--- src/rtl/llc_set_dispatch_if.sv ---
// ============================================================================
// Module      : llc_set_dispatch_if
// Description : Request, set-table, issue and completion signals of the
//               LLC set-conflict dispatcher.
// Revision    : 1.0 - initial release
// ============================================================================
`timescale 1ns/1ps
`default_nettype none

interface llc_set_dispatch_if #(
    parameter int SET_W     = 10,
    parameter int PAYLOAD_W = 64,
    parameter int PTR_W     = 3
);
    logic                 in_valid;
    logic                 in_ready;
    logic [SET_W-1:0]     in_set;
    logic [PAYLOAD_W-1:0] in_payload;

    logic                 check_set_table;
    logic [SET_W-1:0]     set_next;
    logic                 is_set_in_table;
    logic                 add_set_to_table;
    logic [PTR_W-1:0]     set_table_pointer;
    logic                 remove_set_from_table;
    logic [PTR_W-1:0]     table_pointer_to_remove;

    logic                 out_valid;
    logic                 out_ready;
    logic [SET_W-1:0]     out_set;
    logic [PAYLOAD_W-1:0] out_payload;
    logic [PTR_W-1:0]     out_tag;

    logic                 done_valid;
    logic [PTR_W-1:0]     done_tag;

    logic [PTR_W:0]       inflight;
    logic [15:0]          stall_count;
    logic                 err_underflow;

    // Dispatcher side
    modport master (
        input  in_valid, in_set, in_payload,
        input  is_set_in_table, set_table_pointer,
        input  out_ready, done_valid, done_tag,
        output in_ready, check_set_table, set_next, add_set_to_table,
        output remove_set_from_table, table_pointer_to_remove,
        output out_valid, out_set, out_payload, out_tag,
        output inflight, stall_count, err_underflow
    );

    // Environment side: upstream, set table, downstream and pipeline
    modport slave (
        output in_valid, in_set, in_payload,
        output is_set_in_table, set_table_pointer,
        output out_ready, done_valid, done_tag,
        input  in_ready, check_set_table, set_next, add_set_to_table,
        input  remove_set_from_table, table_pointer_to_remove,
        input  out_valid, out_set, out_payload, out_tag,
        input  inflight, stall_count, err_underflow
    );
endinterface

`default_nettype wire

--- src/rtl/llc_set_dispatch.sv ---
// ============================================================================
// Module      : llc_set_dispatch
// Description : Front-end dispatcher for the LLC set-conflict set table.
// Revision    : 1.0 - initial release
// ============================================================================
`timescale 1ns/1ps
`default_nettype none

module llc_set_dispatch #(
    parameter int TABLE_SIZE = 5,
    parameter int SET_W      = 10,
    parameter int PAYLOAD_W  = 64,
    parameter int PTR_W      = 3
) (
    input  wire                  clk,
    input  wire                  rst,
    llc_set_dispatch_if.master   bus
);
    localparam logic [1:0] c_st_idle  = 2'd0;
    localparam logic [1:0] c_st_check = 2'd1;
    localparam logic [1:0] c_st_stall = 2'd2;

    localparam logic [PTR_W:0] c_table_size = (PTR_W+1)'(TABLE_SIZE);

    logic [1:0]           r_state;
    logic [1:0]           w_state_next;
    logic [SET_W-1:0]     r_hold_set;
    logic [PAYLOAD_W-1:0] r_hold_payload;
    logic                 r_out_valid;
    logic [SET_W-1:0]     r_out_set;
    logic [PAYLOAD_W-1:0] r_out_payload;
    logic [PTR_W-1:0]     r_out_tag;
    logic [PTR_W:0]       r_inflight;
    logic [15:0]          r_stall_count;
    logic                 r_err_underflow;

    logic w_can_issue;
    logic w_issue;
    logic w_check;
    logic w_in_ready;
    logic w_remove;
    logic w_capture;

    assign w_can_issue = !bus.is_set_in_table && (r_inflight < c_table_size) &&
                         (!r_out_valid || bus.out_ready);
    assign w_capture   = w_in_ready && bus.in_valid;
    // A completion with nothing in flight is never forwarded to the table
    assign w_remove    = bus.done_valid && (r_inflight != '0);

    // State register
    always_ff @(posedge clk or negedge rst) begin
        if (!rst) begin
            r_state <= c_st_idle;
        end else begin
            r_state <= w_state_next;
        end
    end

    // Next-state logic
    always_comb begin
        w_state_next = r_state;
        case (r_state)
            c_st_idle:              w_state_next = bus.in_valid ? c_st_check : c_st_idle;
            c_st_check, c_st_stall: w_state_next = w_can_issue ? c_st_idle : c_st_stall;
            default:                w_state_next = c_st_idle;
        endcase
    end

    // State-decoded outputs
    always_comb begin
        w_in_ready = 1'b0;
        w_check    = 1'b0;
        w_issue    = 1'b0;
        case (r_state)
            c_st_idle: w_in_ready = 1'b1;
            c_st_check, c_st_stall: begin
                w_check = 1'b1;
                w_issue = w_can_issue;
            end
            default: w_in_ready = 1'b0;
        endcase
    end

    // Hold register only loads on capture, so set_next keeps the last set in IDLE
    always_ff @(posedge clk or negedge rst) begin
        if (!rst) begin
            r_hold_set     <= '0;
            r_hold_payload <= '0;
        end else if (w_capture) begin
            r_hold_set     <= bus.in_set;
            r_hold_payload <= bus.in_payload;
        end
    end

    always_ff @(posedge clk or negedge rst) begin
        if (!rst) begin
            r_out_valid   <= 1'b0;
            r_out_set     <= '0;
            r_out_payload <= '0;
            r_out_tag     <= '0;
        end else if (w_issue) begin
            r_out_valid   <= 1'b1;
            r_out_set     <= r_hold_set;
            r_out_payload <= r_hold_payload;
            r_out_tag     <= bus.set_table_pointer;
        end else if (r_out_valid && bus.out_ready) begin
            r_out_valid   <= 1'b0;
        end
    end

    always_ff @(posedge clk or negedge rst) begin
        if (!rst) begin
            r_inflight      <= '0;
            r_stall_count   <= '0;
            r_err_underflow <= 1'b0;
        end else begin
            case ({w_issue, w_remove})
                2'b10:   r_inflight <= r_inflight + 1'b1;
                2'b01:   r_inflight <= r_inflight - 1'b1;
                default: r_inflight <= r_inflight;
            endcase
            if (w_check && !w_issue && (r_stall_count != 16'hFFFF)) begin
                r_stall_count <= r_stall_count + 16'd1;
            end
            if (bus.done_valid && (r_inflight == '0)) begin
                r_err_underflow <= 1'b1;
            end
        end
    end

    assign bus.in_ready                = w_in_ready;
    assign bus.check_set_table         = w_check;
    assign bus.set_next                = r_hold_set;
    assign bus.add_set_to_table        = w_issue;
    assign bus.remove_set_from_table   = w_remove;
    assign bus.table_pointer_to_remove = bus.done_tag;
    assign bus.out_valid               = r_out_valid;
    assign bus.out_set                 = r_out_set;
    assign bus.out_payload             = r_out_payload;
    assign bus.out_tag                 = r_out_tag;
    assign bus.inflight                = r_inflight;
    assign bus.stall_count             = r_stall_count;
    assign bus.err_underflow           = r_err_underflow;

endmodule

`default_nettype wire

--- src/flat_wrapper.sv ---
// flat-port wrapper written by rule: the top's interface ports become plain ports
module llc_set_dispatch_flat 
#(
    parameter int TABLE_SIZE = 5,
    parameter int SET_W      = 10,
    parameter int PAYLOAD_W  = 64,
    parameter int PTR_W      = 3
)
  (clk, rst, bus_in_valid, bus_in_set, bus_in_payload, bus_is_set_in_table, bus_set_table_pointer, bus_out_ready, bus_done_valid, bus_done_tag, bus_in_ready, bus_check_set_table, bus_set_next, bus_add_set_to_table, bus_remove_set_from_table, bus_table_pointer_to_remove, bus_out_valid, bus_out_set, bus_out_payload, bus_out_tag, bus_inflight, bus_stall_count, bus_err_underflow);
  llc_set_dispatch_if #(.SET_W(SET_W), .PAYLOAD_W(PAYLOAD_W), .PTR_W(PTR_W)) bus_i ();
  input  wire clk;
  input  wire rst;
  input wire logic [$bits(bus_i.in_valid)-1:0] bus_in_valid;
  input wire logic [$bits(bus_i.in_set)-1:0] bus_in_set;
  input wire logic [$bits(bus_i.in_payload)-1:0] bus_in_payload;
  input wire logic [$bits(bus_i.is_set_in_table)-1:0] bus_is_set_in_table;
  input wire logic [$bits(bus_i.set_table_pointer)-1:0] bus_set_table_pointer;
  input wire logic [$bits(bus_i.out_ready)-1:0] bus_out_ready;
  input wire logic [$bits(bus_i.done_valid)-1:0] bus_done_valid;
  input wire logic [$bits(bus_i.done_tag)-1:0] bus_done_tag;
  output wire logic [$bits(bus_i.in_ready)-1:0] bus_in_ready;
  output wire logic [$bits(bus_i.check_set_table)-1:0] bus_check_set_table;
  output wire logic [$bits(bus_i.set_next)-1:0] bus_set_next;
  output wire logic [$bits(bus_i.add_set_to_table)-1:0] bus_add_set_to_table;
  output wire logic [$bits(bus_i.remove_set_from_table)-1:0] bus_remove_set_from_table;
  output wire logic [$bits(bus_i.table_pointer_to_remove)-1:0] bus_table_pointer_to_remove;
  output wire logic [$bits(bus_i.out_valid)-1:0] bus_out_valid;
  output wire logic [$bits(bus_i.out_set)-1:0] bus_out_set;
  output wire logic [$bits(bus_i.out_payload)-1:0] bus_out_payload;
  output wire logic [$bits(bus_i.out_tag)-1:0] bus_out_tag;
  output wire logic [$bits(bus_i.inflight)-1:0] bus_inflight;
  output wire logic [$bits(bus_i.stall_count)-1:0] bus_stall_count;
  output wire logic [$bits(bus_i.err_underflow)-1:0] bus_err_underflow;
  assign bus_i.in_valid = bus_in_valid;
  assign bus_i.in_set = bus_in_set;
  assign bus_i.in_payload = bus_in_payload;
  assign bus_i.is_set_in_table = bus_is_set_in_table;
  assign bus_i.set_table_pointer = bus_set_table_pointer;
  assign bus_i.out_ready = bus_out_ready;
  assign bus_i.done_valid = bus_done_valid;
  assign bus_i.done_tag = bus_done_tag;
  assign bus_in_ready = bus_i.in_ready;
  assign bus_check_set_table = bus_i.check_set_table;
  assign bus_set_next = bus_i.set_next;
  assign bus_add_set_to_table = bus_i.add_set_to_table;
  assign bus_remove_set_from_table = bus_i.remove_set_from_table;
  assign bus_table_pointer_to_remove = bus_i.table_pointer_to_remove;
  assign bus_out_valid = bus_i.out_valid;
  assign bus_out_set = bus_i.out_set;
  assign bus_out_payload = bus_i.out_payload;
  assign bus_out_tag = bus_i.out_tag;
  assign bus_inflight = bus_i.inflight;
  assign bus_stall_count = bus_i.stall_count;
  assign bus_err_underflow = bus_i.err_underflow;
  llc_set_dispatch #(.TABLE_SIZE(TABLE_SIZE), .SET_W(SET_W), .PAYLOAD_W(PAYLOAD_W), .PTR_W(PTR_W)) u_core (.clk(clk), .rst(rst), .bus(bus_i));
endmodule
--- config.mk ---
export PLATFORM = sky130hd
export DESIGN_NAME = llc_set_dispatch_flat
export DESIGN_NICKNAME = d
export VERILOG_FILES = /design/src/rtl/llc_set_dispatch_if.sv /design/src/rtl/llc_set_dispatch.sv /design/src/flat_wrapper.sv
export SDC_FILE = /design/constraint.sdc
export NUM_CORES = 1
export LEC_CHECK = 0
export CAP_MARGIN = 40
export CELL_PAD_IN_SITES_DETAIL_PLACEMENT = 0
export CELL_PAD_IN_SITES_GLOBAL_PLACEMENT = 1
export CORE_ASPECT_RATIO = 2
export CORE_UTILIZATION = 41
export DETAILED_ROUTE_END_ITERATION = 16
export GPL_ROUTABILITY_DRIVEN = 0
export GPL_TIMING_DRIVEN = 0
export PLACE_DENSITY_LB_ADDON = 0.08
export SLEW_MARGIN = 20
export SYNTH_ARGS = -nofsm -noshare
export SYNTH_HDL_FRONTEND = slang
export SYNTH_SLANG_ARGS = --single-unit
--- constraint.sdc ---
create_clock -name clk -period 7.3 [get_ports clk]
set_clock_uncertainty 0.1 [all_clocks]
set_input_delay 1.825 -clock clk [delete_from_list [all_inputs] [get_ports clk]]
set_output_delay 1.825 -clock clk [all_outputs]
set_load 0.02 [all_outputs]
==> impl_results.md, run 1 <==
- Skew-Pair Late Insertion Delay: 420 ps
- Routed len/inst: 17.4 µm
- Critical Path Slowest Stage Cell: clkdlybuf4s50_1
- Cell chosen for the clock root: clkbuf_16
- Worst R2R Path Depth: 12
- Top-area cell type share of the netlist area: 64.0%
- Post-cts hold buffer count: 0
- Total clock sinks: 175
- Initial antenna violation count: 0
- F_max: 173 MHz
- CTS tree: done
- Commonest cells post-synth: dfrtp_1 (175), mux2_1 (80), mux2_2 (76)
- Endpoint, Worst Hold: u_core.bus.err_underflow
- Fillers: 1336
- Initial core utilization: 42.1%
- Largest net degree at the start of global routing: 102
- Die height: 185 µm
- Ys async rst share: 100%
- Slew @ Worst Pin: 614 ps
- Worst-path clk slew: 70 ps
- Critical Path End Type: output port
- Max stage delay on crit path: 590 ps
- R2R Setup Slk: 4350 ps
- Most used flip-flop cell after synthesis: dfrtp_1
- Cell Count, Final, Fillers Out: 873
- # port buffers: 198
- LEAKAGE: 4.17 nW
- Clock buffer depth: 2
- CP Class: input port to output port
- Required time of the critical path: 5380 ps
- Vias in the first global route: 4643
- CP most frequent cell: clkdlybuf4s50_1
- Worst hold start: u_core.bus.err_underflow
- Avg Cell Area, Syn: 15.6 µm²
- Die area: 17300 µm²
- CTS Buf Count: 17
- Vias/cell: 4.91
- Most frequent cell after synthesis: dfrtp_1
- Synth area leader: dfrtp_1
- IO Pins: 202
- RSZ-0062 raised after global routing: false
- Final ANT Viol Nets: 0
- Mapped Cells: 438
- DP Cell Count: 841
- Distinct cell type count after synthesis: 35
- First-pass GRT wire length: 24300 µm
- # setup viols final: 0
- Die Wd: 93.4 µm
- CORE AREA: 16300 µm²
- Synthesized area: 6850 µm²
- CP cell instances: clkdlybuf4s50_1 > nand2b_1 > and3_1 > nand2_1 > buf_2 > inv_1 > clkdlybuf4s50_1
- Setup repair bufs after CTS: 0
- EDFF count, synth: 0
- Final Hold Vio Count: 0
- Type of the most critical hold path: flip-flop to flip-flop
- PnR Total Power: 4.44 mW
- Row count: 66
- Top post-synthesis cells by area: dfrtp_1 (64%), mux2_1 (13%), mux2_2 (13%)
- Ys Warns: 0
- Tmin final: 5780 ps
- Post-CTS sizing: 0
- DR pass1 iterations: 4
- Post-Syn Nets: 530
- Area Growth Syn to Fin: 42.0%
- Worst vdd ir: 0.242 mV
- Worst relative slew slack: 59.0%
- Sequential-to-total area share from yosys stat: 64.0%
- H-tree levels: 4
- Total of max-cap violations: 0
- Fraction of layout cells with a size suffix above 1: 20.0%
- Drt initial violations: 120
- Detailed placer's ending HPWL: 11300 µm
- Vias: 4290
- CP arrival: 3850 ps
- CP Launch Type: input port
- Hold slack final: 366 ps
- Power Dens Cells: 457 nW/µm²
- WHS Path Cells: 1
- Final #Nets: 748
- Worst-path maximum fanout: 11
- Max Transition Viols Final: 0
- Total Routed Length: 15200 µm
- R2R Path Start: u_core.bus.inflight[1]
- Overflow after GRT: 0
- Tcrit/Tclk final: 79.1%
- GRT Util Overall: 18.9%
- Remaining DRCs: 0
- R2r endpoint: u_core.bus.inflight[2]
- Setup tns final: 0 ps
- ANT cells: 0
- Status: completed
- Flops & latches, synth: 175
## layout by cell type, fill, tap and decap left out, types with 6 or more instances in the layout
cell               n
ha_1               6
buf_2             13
xor2_1             9
a21oi_1            6
nor2_1             9
mux2_2            76
mux2_1            80
clkbuf_16         17
clkdlybuf4s50_1  197
nand2_1           12
dfrtp_1          175
## cells by family after synthesis
| family | count (synthesis) | share of synthesized area, % |
|---|---|---|
| buf+inv | 24 | 1.77 |
| xor+xnor | 14 | 1.79 |
| compound gates | 14 | 1.52 |
| fa+ha+maj | 6 | 1.10 |
| flops | 175 | 64.0 |
| mux | 156 | 25.7 |
| simple gates | 49 | 4.20 |
## critical path, delay by kind of cell
family,cells,cell delay (ps)
buffers and inverters,4,1410
and+or+nand+nor,3,600
## metrics by stage
step / setup slack [ps] / utilization [%] / area [µm²]
finish: 1520 / 59.7 / 9720
global route: 1360 / 59.7 / 9720
CTS: 1460 / 59.7 / 9720
detailed placement: 1470 / 56.0 / 9120
global placement: -2530 / 55.8 / 9080
floorplan: 2690 / - / 6850
## how the worst max path moves through the flow
stage,startpoint,end
floorplan,bus_out_ready,bus_add_set_to_table
global placement,rst,u_core.bus.stall_count[13]
detailed placement,bus_out_ready,bus_add_set_to_table
CTS,bus_out_ready,bus_add_set_to_table
global route,bus_out_ready,bus_add_set_to_table
finish,bus_out_ready,bus_add_set_to_table
## power by group
part           switching (mW)  total, mW  internal (mW)
sequential              0.259       1.70           1.44
combinational           0.856       1.83          0.970
clock                   0.402      0.918          0.517
## state kept, by name, summed over array words and instances, names as in the netlist
signal / count
u_core.bus.out_set: 10
u_core.r_hold_payload: 64
u_core.bus.err_underflow: 1
u_core.bus.set_next: 10
u_core.bus.inflight: 4
u_core.bus.out_valid: 1
u_core.bus.stall_count: 16
u_core.bus.out_payload: 64
u_core.bus.out_tag: 3
u_core.r_state: 2
## cell type report
class | instances | area [µm²] | share of cell area [%]
buffer | 20 | 106 | 1.09
clock buffer | 17 | 425 | 4.38
clock inverter | 15 | 178 | 1.83
inverter | 4 | 15.0 | 0.154
multi-input combinational | 239 | 2350 | 24.1
sequential | 175 | 4380 | 45.1
tap | 204 | 255 | 2.63
timing repair buffer | 199 | 2010 | 20.7
## metal layers
metal | wire [µm] | vias up | track usage (%) | share of wire [%]
met3 | 857 | 21 | 4.46 | 5.6
met2 | 8360 | 132 | 34.3 | 55
met5 | 0 | - | 0 | 0
li1 | - | 1983 | - | -
met4 | 365 | 0 | 8.43 | 2.4
met1 | 5610 | 2154 | 20.6 | 37
(Power assumes the default switching activity.)
==> run 2, diff against run 1 <==
- CORE_UTILIZATION: 41 -> 34
- clock period: 7.3 -> 4.71 ns (I/O delays scaled with it)
==> run 2 against run 1 <==
Cell count rose by 6.6%. Hold slack worse by 7.0 ps. Die area up 20%. Non-clock buffer count unchanged.
==> impl_results.md, run 2 (synthesized netlist as in run 1, its figures left out) <==
- Setup repair bufs after CTS: 0
- Vias/cell: 4.62
- Worst relative slew slack: 55.3%
- Tcrit/Tclk final: 94.1%
- Vias in the first global route: 4716
- Total Routed Length: 16100 µm
- Worst vdd ir: 0.338 mV
- Cell chosen for the clock root: clkbuf_16
- CP cell instances: clkdlybuf4s50_1 > nand2b_1 > and3_1 > nand2_2 > buf_2 > inv_1 > clkdlybuf4s50_1
- Max stage delay on crit path: 590 ps
- CP Launch Type: input port
- Fillers: 1833
- # setup viols final: 0
- RSZ-0062 raised after global routing: false
- First-pass GRT wire length: 25200 µm
- Type of the most critical hold path: flip-flop to flip-flop
- Skew-Pair Late Insertion Delay: 420 ps
- Final ANT Viol Nets: 0
- IO Pins: 202
- Final Hold Vio Count: 0
- Die height: 203 µm
- Total clock sinks: 175
- Die area: 20700 µm²
- Largest net degree at the start of global routing: 89
- Critical Path Slowest Stage Cell: clkdlybuf4s50_1
- GRT Util Overall: 16.5%
- Area Growth Syn to Fin: 43.4%
- Worst setup margin: 279 ps
- Worst-path maximum fanout: 11
- # port buffers: 198
- Routed len/inst: 17.3 µm
- Drt initial violations: 82
- Max Transition Viols Final: 0
- Fraction of layout cells with a size suffix above 1: 19.6%
- Status: completed
- Clock buffer depth: 2
- Commonest cells after routing, fill and taps aside: clkdlybuf4s50_1 (197), dfrtp_1 (175), mux2_1 (80)
- LEAKAGE: 4.19 nW
- CP most frequent cell: clkdlybuf4s50_1
- Slew @ Worst Pin: 670 ps
- Critical Path End Type: output port
- Most common cell after layout, fill and taps aside: clkdlybuf4s50_1
- Fin util: 49.5%
- F_max: 226 MHz
- Post-CTS sizing: 0
- Remaining DRCs: 0
- DR pass1 iterations: 5
- CORE AREA: 19800 µm²
- DP Cell Count: 899
- CP arrival: 3150 ps
- PnR Total Power: 6.97 mW
- Final #Nets: 748
- Post-cts hold buffer count: 0
- Power Dens Cells: 710 nW/µm²
- Detailed placer's ending HPWL: 11900 µm
- CP Class: input port to output port
- Total of max-cap violations: 0
- Setup WS pre-CTS: 73.8 ps
- Hold slack final: 359 ps
- H-tree levels: 4
- Initial antenna violation count: 0
- Die Wd: 102 µm
- CTS Buf Count: 17
- Row count: 73
- Required time of the critical path: 3430 ps
- Worst-path clk slew: 60 ps
- Vias: 4303
- Tmin final: 4430 ps
- Overflow after GRT: 0
- CTS tree: done
- Cell Count, Final, Fillers Out: 931
- Initial core utilization: 34.5%
[run 2: cell count changes in the layout (fill, tap and decap cells not counted), moves of 2 or more]
| cell | before | now |
|---|---|---|
| clkbuf_1 | 3 | 6 |
| bufinv_16 | 2 | 4 |
| inv_6 | 3 | 1 |
| clkbuf_8 | 0 | 2 |
| clkinvlp_4 | 5 | 2 |
| inv_8 | 4 | 0 |
[run 2: path summary, 6_finish.rpt]
kind | start | to | slack [ps] | cells past startpoint
setup / recovery | bus_out_ready | bus_add_set_to_table | 280 | 7
hold / removal | u_core.bus.err_underflow | u_core.bus.err_underflow | 360 | 1
setup reg to reg | u_core.bus.inflight[1] | u_core.bus.inflight[2] | 1890 | 12
hold reg to reg | u_core.bus.err_underflow | u_core.bus.err_underflow | 360 | 1
max in group asynchronous | rst | u_core.bus.out_payload[44] | 2950 | 2
min in group asynchronous | rst | u_core.bus.out_tag[0] | 660 | 1
[run 2: cell type report]
cell class	instances	area [µm²]	share of cell area (%)
inverter	4	15.0	0.153
antenna	1	2.50	0.0255
timing repair buffer	199	2010	20.5
tap	262	328	3.34
clock inverter	9	158	1.61
clock buffer	22	464	4.73
buffer	20	106	1.08
sequential	175	4380	44.6
multi-input combinational	239	2350	23.9
[run 2: where the power goes]
group	switching (mW)	leakage [nW]	internal [mW]
clock	0.567	0.297	0.916
sequential	0.400	2.10	2.23
combinational	1.35	1.79	1.51
[run 2: layer usage]
layer | share of wire [%] | routed length (µm) | track usage, %
met2 | 57 | 9240 | 31.0
met3 | 5.2 | 843 | 4.61
met1 | 36 | 5760 | 16.6
met4 | 1.5 | 235 | 6.12
met5 | 0 | 0 | 0
[run 2: per-stage QoR]
stage	area, µm²	TNS [ps]
finish	9820	0
global route	9810	0
CTS	9810	0
floorplan	6850	0
global placement	9160	-819550
detailed placement	9190	0
[run 2: critical path: cells and delay by family]
family / cells / cell delay [ps]
buffers and inverters: 4 / 1380
and+or+nand+nor: 3 / 590
